`config.mk`:
```
export PLATFORM = sky130hd
export DESIGN_NAME = instr_seq_decode
export DESIGN_NICKNAME = d
export VERILOG_FILES = /design/src/rtl/cpu_pkg.sv /design/src/rtl/instr_seq_decode_step_sync.sv /design/src/rtl/instr_seq_decode.sv
export SDC_FILE = /design/constraint.sdc
export NUM_CORES = 1
export LEC_CHECK = 0
export ABC_AREA = 1
export ABC_CLOCK_PERIOD_IN_PS = 1100
export BUFFER_PORTS_ARGS = -buffer_cell sky130_fd_sc_hd__buf_2
export CAP_MARGIN = 40
export CORE_AREA = 2 2 45 47
export CTS_BUF_LIST = sky130_fd_sc_hd__clkbuf_16
export DETAILED_ROUTE_END_ITERATION = 10
export DIE_AREA = 0 0 47 49
export GPL_ROUTABILITY_DRIVEN = 1
export PLACE_DENSITY = 0.74
export SETUP_SLACK_MARGIN = 0.1
export SLEW_MARGIN = 40
export SYNTH_ARGS = -nofsm -noshare
export SYNTH_HDL_FRONTEND = slang
export SYNTH_SLANG_ARGS = --single-unit
```
`constraint.sdc`:
```
create_clock -name clk -period 1.1 [get_ports clk]
set_clock_uncertainty 0.05 [all_clocks]
set_input_delay 0.055 -clock clk [delete_from_list [all_inputs] [get_ports clk]]
set_output_delay 0.055 -clock clk [all_outputs]
set_load 0.005 [all_outputs]
```
`src/rtl/cpu_pkg.sv`:
```
// Opcode map, phase encoding and strobe bundle shared by the model CPU's sequencer, ALU and control generator.
package cpu_pkg;

  localparam logic [3:0] OPC_NOP  = 4'h0;
  localparam logic [3:0] OPC_MOVI = 4'h1;
  localparam logic [3:0] OPC_IN   = 4'h2;
  localparam logic [3:0] OPC_OUT  = 4'h3;
  localparam logic [3:0] OPC_JMP  = 4'h4;
  localparam logic [3:0] OPC_JG   = 4'h5;
  localparam logic [3:0] OPC_HALT = 4'h6;
  localparam logic [3:0] OPC_SUB  = 4'h8;
  localparam logic [3:0] OPC_ADD  = 4'h9;
  localparam logic [3:0] OPC_MOVA = 4'hC;
  localparam logic [3:0] OPC_MOVB = 4'hD;
  localparam logic [3:0] OPC_MOVC = 4'hE;
  localparam logic [3:0] OPC_MOVD = 4'hF;

  localparam logic PH_FETCH = 1'b0;
  localparam logic PH_EXEC  = 1'b1;

  typedef struct packed {
    logic mova;
    logic movb;
    logic movc;
    logic movd;
    logic movi;
    logic add;
    logic sub;
    logic in1;
    logic out1;
    logic jmp;
    logic jg;
    logic halt;
  } strobe_t;

  // Opcodes 7, A and B have no instruction assigned; they execute as NOP.
  function automatic logic opc_undefined(input logic [3:0] opc);
    return (opc == 4'h7) || (opc == 4'hA) || (opc == 4'hB);
  endfunction

endpackage

```
`src/rtl/instr_seq_decode_step_sync.sv`:
```
// Single-step button conditioning: SYNC_STAGES-deep synchroniser followed by a rising-edge detector.
// step_pulse is high for one cycle, SYNC_STAGES cycles after the button is first sampled high.
module step_sync #(
  parameter int SYNC_STAGES = 2
) (
  input  logic clk,
  input  logic rst,
  input  logic step_btn,
  output logic step_pulse
);

  logic [SYNC_STAGES-1:0] sync_ff;
  logic                   btn_last;

  always_ff @(posedge clk) begin
    if (rst) begin
      sync_ff  <= '0;
      btn_last <= 1'b0;
    end else begin
      sync_ff  <= {sync_ff[SYNC_STAGES-2:0], step_btn};
      btn_last <= sync_ff[SYNC_STAGES-1];
    end
  end

  // A held button produces a single pulse: only the 0->1 transition counts.
  assign step_pulse = sync_ff[SYNC_STAGES-1] & ~btn_last;

endmodule

```
`src/rtl/instr_seq_decode.sv`:
```
// Fetch/execute sequencer and instruction decoder: IR, phase bit sm, G flag and one-hot strobes.
// Strobes are decoded combinationally from registered ir/sm, so they are valid in the execute cycle itself.
module instr_seq_decode
  import cpu_pkg::*;
#(
  parameter int         SYNC_STAGES = 2,
  parameter logic [7:0] IR_RST      = 8'h00
) (
  input  logic       clk,
  input  logic       rst,
  input  logic [7:0] ram_dout,
  input  logic       ir_ld,
  input  logic       sm_en,
  input  logic       gf_en,
  input  logic       alu_gt,
  input  logic       step_mode,
  input  logic       step_btn,
  output logic [7:0] ir,
  output logic       sm,
  output logic       g,
  output logic       mova,
  output logic       movb,
  output logic       movc,
  output logic       movd,
  output logic       movi,
  output logic       add,
  output logic       sub,
  output logic       in1,
  output logic       out1,
  output logic       jmp,
  output logic       jg,
  output logic       halt,
  output logic       halted,
  output logic       illegal
);

  logic       step_pulse;
  logic       adv;
  logic [3:0] opc;
  strobe_t    dec;

  step_sync #(
    .SYNC_STAGES (SYNC_STAGES)
  ) u_step_sync (
    .clk        (clk),
    .rst        (rst),
    .step_btn   (step_btn),
    .step_pulse (step_pulse)
  );

  // In step mode a pulse is only consumed in the cycle it appears; otherwise it is dropped.
  assign adv = sm_en & (~step_mode | step_pulse);

  always_ff @(posedge clk) begin
    if (rst) begin
      ir <= IR_RST;
      sm <= PH_FETCH;
      g  <= 1'b0;
    end else begin
      if (ir_ld && adv) begin
        ir <= ram_dout;
      end
      if (adv) begin
        sm <= ~sm;
      end
      if (gf_en) begin
        g <= alu_gt;
      end
    end
  end

  assign opc = ir[7:4];

  always_comb begin
    dec = '0;
    if (sm == PH_EXEC) begin
      case (opc)
        OPC_MOVI: dec.movi = 1'b1;
        OPC_IN:   dec.in1  = 1'b1;
        OPC_OUT:  dec.out1 = 1'b1;
        OPC_JMP:  dec.jmp  = 1'b1;
        OPC_JG:   dec.jg   = 1'b1;
        OPC_HALT: dec.halt = 1'b1;
        OPC_SUB:  dec.sub  = 1'b1;
        OPC_ADD:  dec.add  = 1'b1;
        OPC_MOVA: dec.mova = 1'b1;
        OPC_MOVB: dec.movb = 1'b1;
        OPC_MOVC: dec.movc = 1'b1;
        OPC_MOVD: dec.movd = 1'b1;
        default:  dec      = '0;
      endcase
    end
  end

  assign mova    = dec.mova;
  assign movb    = dec.movb;
  assign movc    = dec.movc;
  assign movd    = dec.movd;
  assign movi    = dec.movi;
  assign add     = dec.add;
  assign sub     = dec.sub;
  assign in1     = dec.in1;
  assign out1    = dec.out1;
  assign jmp     = dec.jmp;
  assign jg      = dec.jg;
  assign halt    = dec.halt;
  assign halted  = (sm == PH_EXEC) && (opc == OPC_HALT);
  assign illegal = (sm == PH_EXEC) && opc_undefined(opc);

endmodule

```
==> impl_metrics.env, run 1 <==
export IMPL_clock_sinks=13
export IMPL_finalHoldViolCount=0
export IMPL_hold_path_class="in2reg"
export IMPL_layout_drive_gt1_share_pct=51.8
export IMPL_reg2regPathDepth=7
export IMPL_wl_per_cell_microns=9.62
export IMPL_rsz0062_at_grt="true"
export IMPL_cts_made_buffers=3
export IMPL_pwr_density_cell_mw_per_mm2=1250
export IMPL_root_buffer="clkbuf_16"
export IMPL_maxCapViolations=0
export IMPL_r2r_end="ir[4]$_SDFFE_PP0P_"
export IMPL_grt_pass1_vias=752
export IMPL_die_h_microns=49
export IMPL_crit_path_end_kind="output pin"
export IMPL_worstSetupPathType="reg2out"
export IMPL_yosys_warnings=0
export IMPL_dieArea_sq_mm=0.00230
export IMPL_antenna_found_initial=0
export IMPL_status="complete, but fails checks"
export IMPL_cts_buffer_depth=2
export IMPL_syn_area_sq_um=736
export IMPL_drc=0
export IMPL_worstReg2RegStart="u_step_sync.btn_last$_SDFF_PP0_"
export IMPL_clk_latency_ps=240
export IMPL_nFillCells=193
export IMPL_whs_endpoint="g$_SDFFE_PP0P_"
export IMPL_ir_worst_vdd_uv=1120
export IMPL_path_clk_slew_ps=40
export IMPL_dp_cells=176
export IMPL_cts_tree="yes"
export IMPL_fp_dieW_microns=47
export IMPL_rows=16
export IMPL_relSlewSlack_pct=83.1
export IMPL_wl_mm=1.84
export IMPL_period_share_pct=107
export IMPL_arrival_ps=1070
export IMPL_hp_start="alu_gt"
export IMPL_htree_num_levels=1
export IMPL_yosys_register_bits=13
export IMPL_final_util_pct=62.9
export IMPL_instances_no_fill=191
export IMPL_synth_cell_types=18
export IMPL_syn_num_nets=130
export IMPL_ant_nets=0
export IMPL_setup_ws_ps=-72.3
export IMPL_grt_usage_pct=17.1
export IMPL_grt_pass1_wl_mm=2.89
export IMPL_initial_core_util_pct=39.9
export IMPL_rrSetupSlack_ps=80
export IMPL_dr_pass1_iters=4
export IMPL_ys_seq_area_share_pct=35.4
export IMPL_slew_viol_final=0
export IMPL_synthCells=114
export IMPL_grt_start_max_net_pins=12
export IMPL_io_pins=40
export IMPL_core_sq_mm=0.00184
export IMPL_worstHoldPathCells=3
export IMPL_place_port_buffers=39
export IMPL_post_dp_hpwl_mm=1.25
export IMPL_vias=858
export IMPL_vias_per_cell=4.49
export IMPL_tightest_slew_ps=253
export IMPL_critPathLaunchType="register"
export IMPL_worst_path_max_fanout=4
export IMPL_p_leak_nw=0.640
export IMPL_crit_required_ps=1000
export IMPL_max_freq_mhz=853
export IMPL_worstSetupStartpoint="ir[7]$_SDFFE_PP0P_"
export IMPL_setup_viol=11
export IMPL_antenna_cells=0
export IMPL_overflow=0
export IMPL_nNetsFinal=181
export IMPL_avgSynthCellArea_sq_um=6.45
export IMPL_finalCriticalPeriod_ps=1170
export IMPL_first_iter_violations=8
export IMPL_hold_worst_slack_ps=2.00
export IMPL_violations="negative setup slack"
export IMPL_syn_to_final_growth_pct=57.5
export IMPL_gp_congestion=0.706
registers in the layout, summed over array words and instances (netlist names):
register / flops
u_step_sync.sync_ff: 2
sm: 1
ir: 8
u_step_sync.btn_last: 1
g: 1
worst max-delay path by stage:
stage                               to  slack, ps
global route                   illegal       -150
global placement    ir[0]$_SDFFE_PP0P_         90
finish                         illegal        -70
CTS                            illegal        -50
detailed placement  ir[6]$_SDFFE_PP0P_         30
floorplan                       halted        160
through the flow:
step           power, mW  TNS [ps]  area, sq um  setup slack (ps)
2_1_floorplan      0.655         0          736               156
3_3_place_gp       0.714         0          931              90.5
3_5_place_dp       0.722         0          931              28.2
4_1_cts             1.44      -207         1110             -53.9
5_1_grt             1.52     -1100         1160              -153
6_report            1.44      -233         1160             -72.3
worst max-delay path, cell delays in order (launching register included):
cell and delay, ps:
dfxtp_2 330, inv_2 80, nand3_1 90, a211oi_2 190
buf_2 140
per-layer routing:
| metal | share of wire [%] | global-route usage, % | wire length [microns] | up-vias |
|---|---|---|---|---|
| li1 | - | - | - | 441 |
| met1 | 42 | 18.1 | 766 | 374 |
| met2 | 50 | 30.8 | 919 | 41 |
| met3 | 7.3 | 4.44 | 135 | 2 |
| met4 | 0.87 | 5.56 | 16 | 0 |
| met5 | 0 | 0 | 0 | - |
layout make-up:
class	count	area, sq um	share of cell area [%]
Multi-Input combinational cell	66	357	30.8
Timing Repair Buffer	50	297	25.6
Clock inverter	1	3.75	0.324
Sequential cell	13	272	23.4
Tap cell	27	33.8	2.92
Clock buffer	3	75.1	6.48
Inverter	31	121	10.5
power by group:
group / switching [mW] / internal (mW)
clock network: 0.189 / 0.478
logic: 0.133 / 0.116
registers: 0.0254 / 0.503
total: 0.347 / 1.10
layout by cell type, fill, tap and decap left out:
| cell type | Yosys | layout |
|---|---|---|
| a21oi_2 | 0 | 1 |
| nand3_1 | 4 | 4 |
| nand2_2 | 1 | 6 |
| nand4_1 | 8 | 8 |
| clkbuf_16 | 0 | 3 |
| o21ai_0 | 1 | 1 |
| buf_6 | 1 | 3 |
| nand2_4 | 0 | 1 |
| nand3_4 | 1 | 1 |
| nand2_1 | 23 | 17 |
| buf_4 | 2 | 5 |
| nor3_1 | 2 | 2 |
| a211oi_2 | 0 | 1 |
| dfxtp_2 | 0 | 6 |
| nor2_1 | 14 | 13 |
| dfxtp_1 | 13 | 6 |
| inv_2 | 2 | 6 |
| inv_4 | 0 | 2 |
| buf_2 | 0 | 39 |
| nand3_2 | 1 | 1 |
| dfxtp_4 | 0 | 1 |
| inv_1 | 29 | 24 |
| nor2_2 | 8 | 9 |
| dlygate4sd3_1 | 0 | 3 |
| a21oi_1 | 2 | 1 |
synth_stat cells (all sizes together):
cell type / count / area [sq um]
a211oi: 1 / 7.51
a21oi: 2 / 10.0
buf: 3 / 26.3
clkbuf: 1 / 7.51
dfxtp: 13 / 260
inv: 31 / 116
nand2: 24 / 92.6
nand3: 6 / 47.6
nand4: 8 / 50.1
nor2: 22 / 103
nor3: 2 / 10.0
o21ai: 1 / 5.00
kinds of logic after synthesis:
group,Yosys count,share of synthesized area [%]
simple gates,62,41.2
buf+inv,35,20.4
flops,13,35.4
compound gates,4,3.06
timing repair:
action,4_1_cts,5_1_grt
hold buffers,3,0
resized for setup,16,14
setup endpoints to repair,22,24
hold endpoints to repair,4,0
pin swaps,1,9
buffers inserted,6,2
Note: power is estimated with default switching activity, not from simulation.
==> inputs of run 2 (changes only) <==
- BUFFER_PORTS_ARGS: -buffer_cell sky130_fd_sc_hd__buf_2 -> -buffer_cell sky130_fd_sc_hd__clkbuf_2
==> run 2 against run 1 <==
The flow still finishes with violations (negative setup slack). Power about the same. Flip-flop and latch count unchanged. Sequential share of layout area increased by 0.11 points. Clock-buffer cell count unchanged. Core utilization increased by 1.2 points. Final area increased by 1.8%. Non-clock buffer count decreased by 1. First-iteration DRC count increased by 25%. Register-to-register slack about the same. Cell count increased by 0.52%. Critical path depth unchanged.
==> impl_metrics.env, run 2 (synthesis results as in run 1) <==
export IMPL_crit_required_ps=1000
export IMPL_layout_common_cells="35 x clkbuf_2, 23 x inv_1, 14 x nand2_1"
export IMPL_dieArea_sq_mm=0.00230
export IMPL_clk_latency_ps=240
export IMPL_vias_per_cell=4.48
export IMPL_antenna_found_initial=0
export IMPL_worstSetupStartpoint="ir[6]$_SDFFE_PP0P_"
export IMPL_final_util_pct=64.1
export IMPL_setup_ws_ps=-68.9
export IMPL_dp_cells=176
export IMPL_instances_no_fill=192
export IMPL_path_clk_slew_ps=40
export IMPL_wl_per_cell_microns=9.93
export IMPL_grt_start_max_net_pins=12
export IMPL_cpMaxStageDelayCell="dfxtp_4"
export IMPL_cts_buffer_depth=2
export IMPL_first_iter_violations=10
export IMPL_worstSetupPathType="reg2out"
export IMPL_grt_pass1_vias=732
export IMPL_nNetsFinal=182
export IMPL_fp_dieW_microns=47
export IMPL_pwr_density_cell_mw_per_mm2=1220
export IMPL_finalSetupTns_ps=-381
export IMPL_power_switching_uw=354
export IMPL_gp_congestion=0.703
export IMPL_top_register="ir"
export IMPL_violations="negative setup slack"
export IMPL_io_pins=40
export IMPL_dr_pass1_iters=3
export IMPL_p_comb_share_pct=17.6
export IMPL_initial_core_util_pct=39.9
export IMPL_critPathLaunchType="register"
export IMPL_clock_power_share_pct=46.1
export IMPL_post_dp_hpwl_mm=1.25
export IMPL_period_share_pct=106
export IMPL_cts_made_buffers=3
export IMPL_core_sq_mm=0.00184
export IMPL_largest_register_ffs=8
export IMPL_max_freq_mhz=856
export IMPL_place_port_buffers=39
export IMPL_antenna_cells=0
export IMPL_crit_path_end="illegal"
export IMPL_top_regs="ir x8, u_step_sync.sync_ff x2"
export IMPL_p_leak_nw=0.627
export IMPL_arrival_ps=1060
export IMPL_drc=0
export IMPL_layout_drive_gt1_share_pct=53.3
export IMPL_swShare_pct=24.5
export IMPL_worst_path_max_fanout=5
export IMPL_hold_path_class="in2reg"
export IMPL_finalCriticalPeriod_ps=1170
export IMPL_rows=16
export IMPL_cp_slowest_stage_delay_ps=360
export IMPL_vias=860
export IMPL_r2r_end="ir[6]$_SDFFE_PP0P_"
export IMPL_tightest_slew_ps=270
export IMPL_hp_start="ram_dout[0]"
export IMPL_final_common_cell="clkbuf_2"
export IMPL_status="complete, but fails checks"
export IMPL_dp_slack_ps=43.1
export IMPL_clock_sinks=13
export IMPL_grt_pass1_wl_mm=2.86
export IMPL_slew_viol_final=0
export IMPL_rrSetupSlack_ps=80
export IMPL_critical_path_cell_chain="inv_4 > nand2_2 > a211oi_2 > buf_2"
export IMPL_setup_viol=14
export IMPL_rsz0062_at_grt="true"
export IMPL_wl_mm=1.91
export IMPL_hold_worst_slack_ps=103
export IMPL_internal_power_mw=1.09
export IMPL_finalHoldViolCount=0
export IMPL_crit_path_end_kind="output pin"
export IMPL_cts_tree="yes"
export IMPL_ir_worst_vdd_uv=1090
export IMPL_dpl_cell_area_sq_um=931
export IMPL_p_seq_share_pct=36.3
export IMPL_syn_to_final_growth_pct=60.4
export IMPL_final_area_sq_mm=0.00118
export IMPL_die_h_microns=49
export IMPL_root_buffer="clkbuf_16"
export IMPL_overflow=0
export IMPL_maxCapViolations=0
export IMPL_finalPower_mw=1.44
export IMPL_ant_nets=0
export IMPL_reg2regPathDepth=7
export IMPL_worstReg2RegStart="u_step_sync.btn_last$_SDFF_PP0_"
export IMPL_htree_num_levels=1
export IMPL_relSlewSlack_pct=82.0
export IMPL_grt_usage_pct=16.4
run 2: cell types whose count changed in the layout (fill, tap and decap cells not counted), moves of 2 or more:
cell      before  now
buf_2         39    3
buf_6          3    1
clkbuf_2       0   35
dfxtp_2        6    2
dfxtp_4        1    4
nand2_1       17   14
nand2_2        6   10
run 2: how the worst min path moves through the flow:
| stage | depth (start not counted) | endpoint | slack, ps |
|---|---|---|---|
| after floorplan | 1 | u_step_sync.sync_ff[0]$_SDFF_PP0_ | 80 |
| after global placement | 2 | g$_SDFFE_PP0P_ | 200 |
| after detailed placement | 3 | u_step_sync.sync_ff[0]$_SDFF_PP0_ | 210 |
| after CTS | 5 | ir[2]$_SDFFE_PP0P_ | 100 |
| after global routing | 5 | ir[0]$_SDFFE_PP0P_ | 130 |
| final | 5 | ir[0]$_SDFFE_PP0P_ | 100 |
run 2: final cells by class:
cell class	instances	area (sq um)
clock buffer	3	75.1
clock inverter	1	3.75
fill	172	662
inverter	31	124
multi-input combinational	67	372
sequential	13	278
tap	27	33.8
timing repair buffer	49	287
timing repair inverter	1	7.51
run 2: per-layer routing:
| layer | wire length, microns | GRT usage [%] | part of all wire, % |
|---|---|---|---|
| met3 | 134 | 3.33 | 7.0 |
| met4 | 22 | 5.56 | 1.2 |
| met2 | 968 | 28.3 | 51 |
| met1 | 782 | 19.3 | 41 |
| met5 | 0 | 0 | 0 |
run 2: power by group through the flow:
stage	Sequential [mW]	Combinational, mW	Clock, mW
finish	0.524	0.255	0.666
global route	0.528	0.283	0.710
CTS	0.525	0.219	0.680
detailed placement	0.530	0.191	0
global placement	0.529	0.187	0
floorplan	0.530	0.126	0
run 2: what timing repair did:
item,4_1_cts,5_1_grt
cloned,1,1
hold endpoints to repair,4,0
setup endpoints to repair,22,23
resized for setup,13,27
hold buffers,4,0
buffers inserted,2,5
pin swaps,9,12
run 2: worst max-delay path, delay by kind of cell (launching register included):
| kind | cells | cell delay, ps |
|---|---|---|
| AOI/OAI and AO/OA | 1 | 200 |
| DFF | 1 | 360 |
| buffers and inverters | 2 | 190 |
| and+or+nand+nor | 1 | 70 |
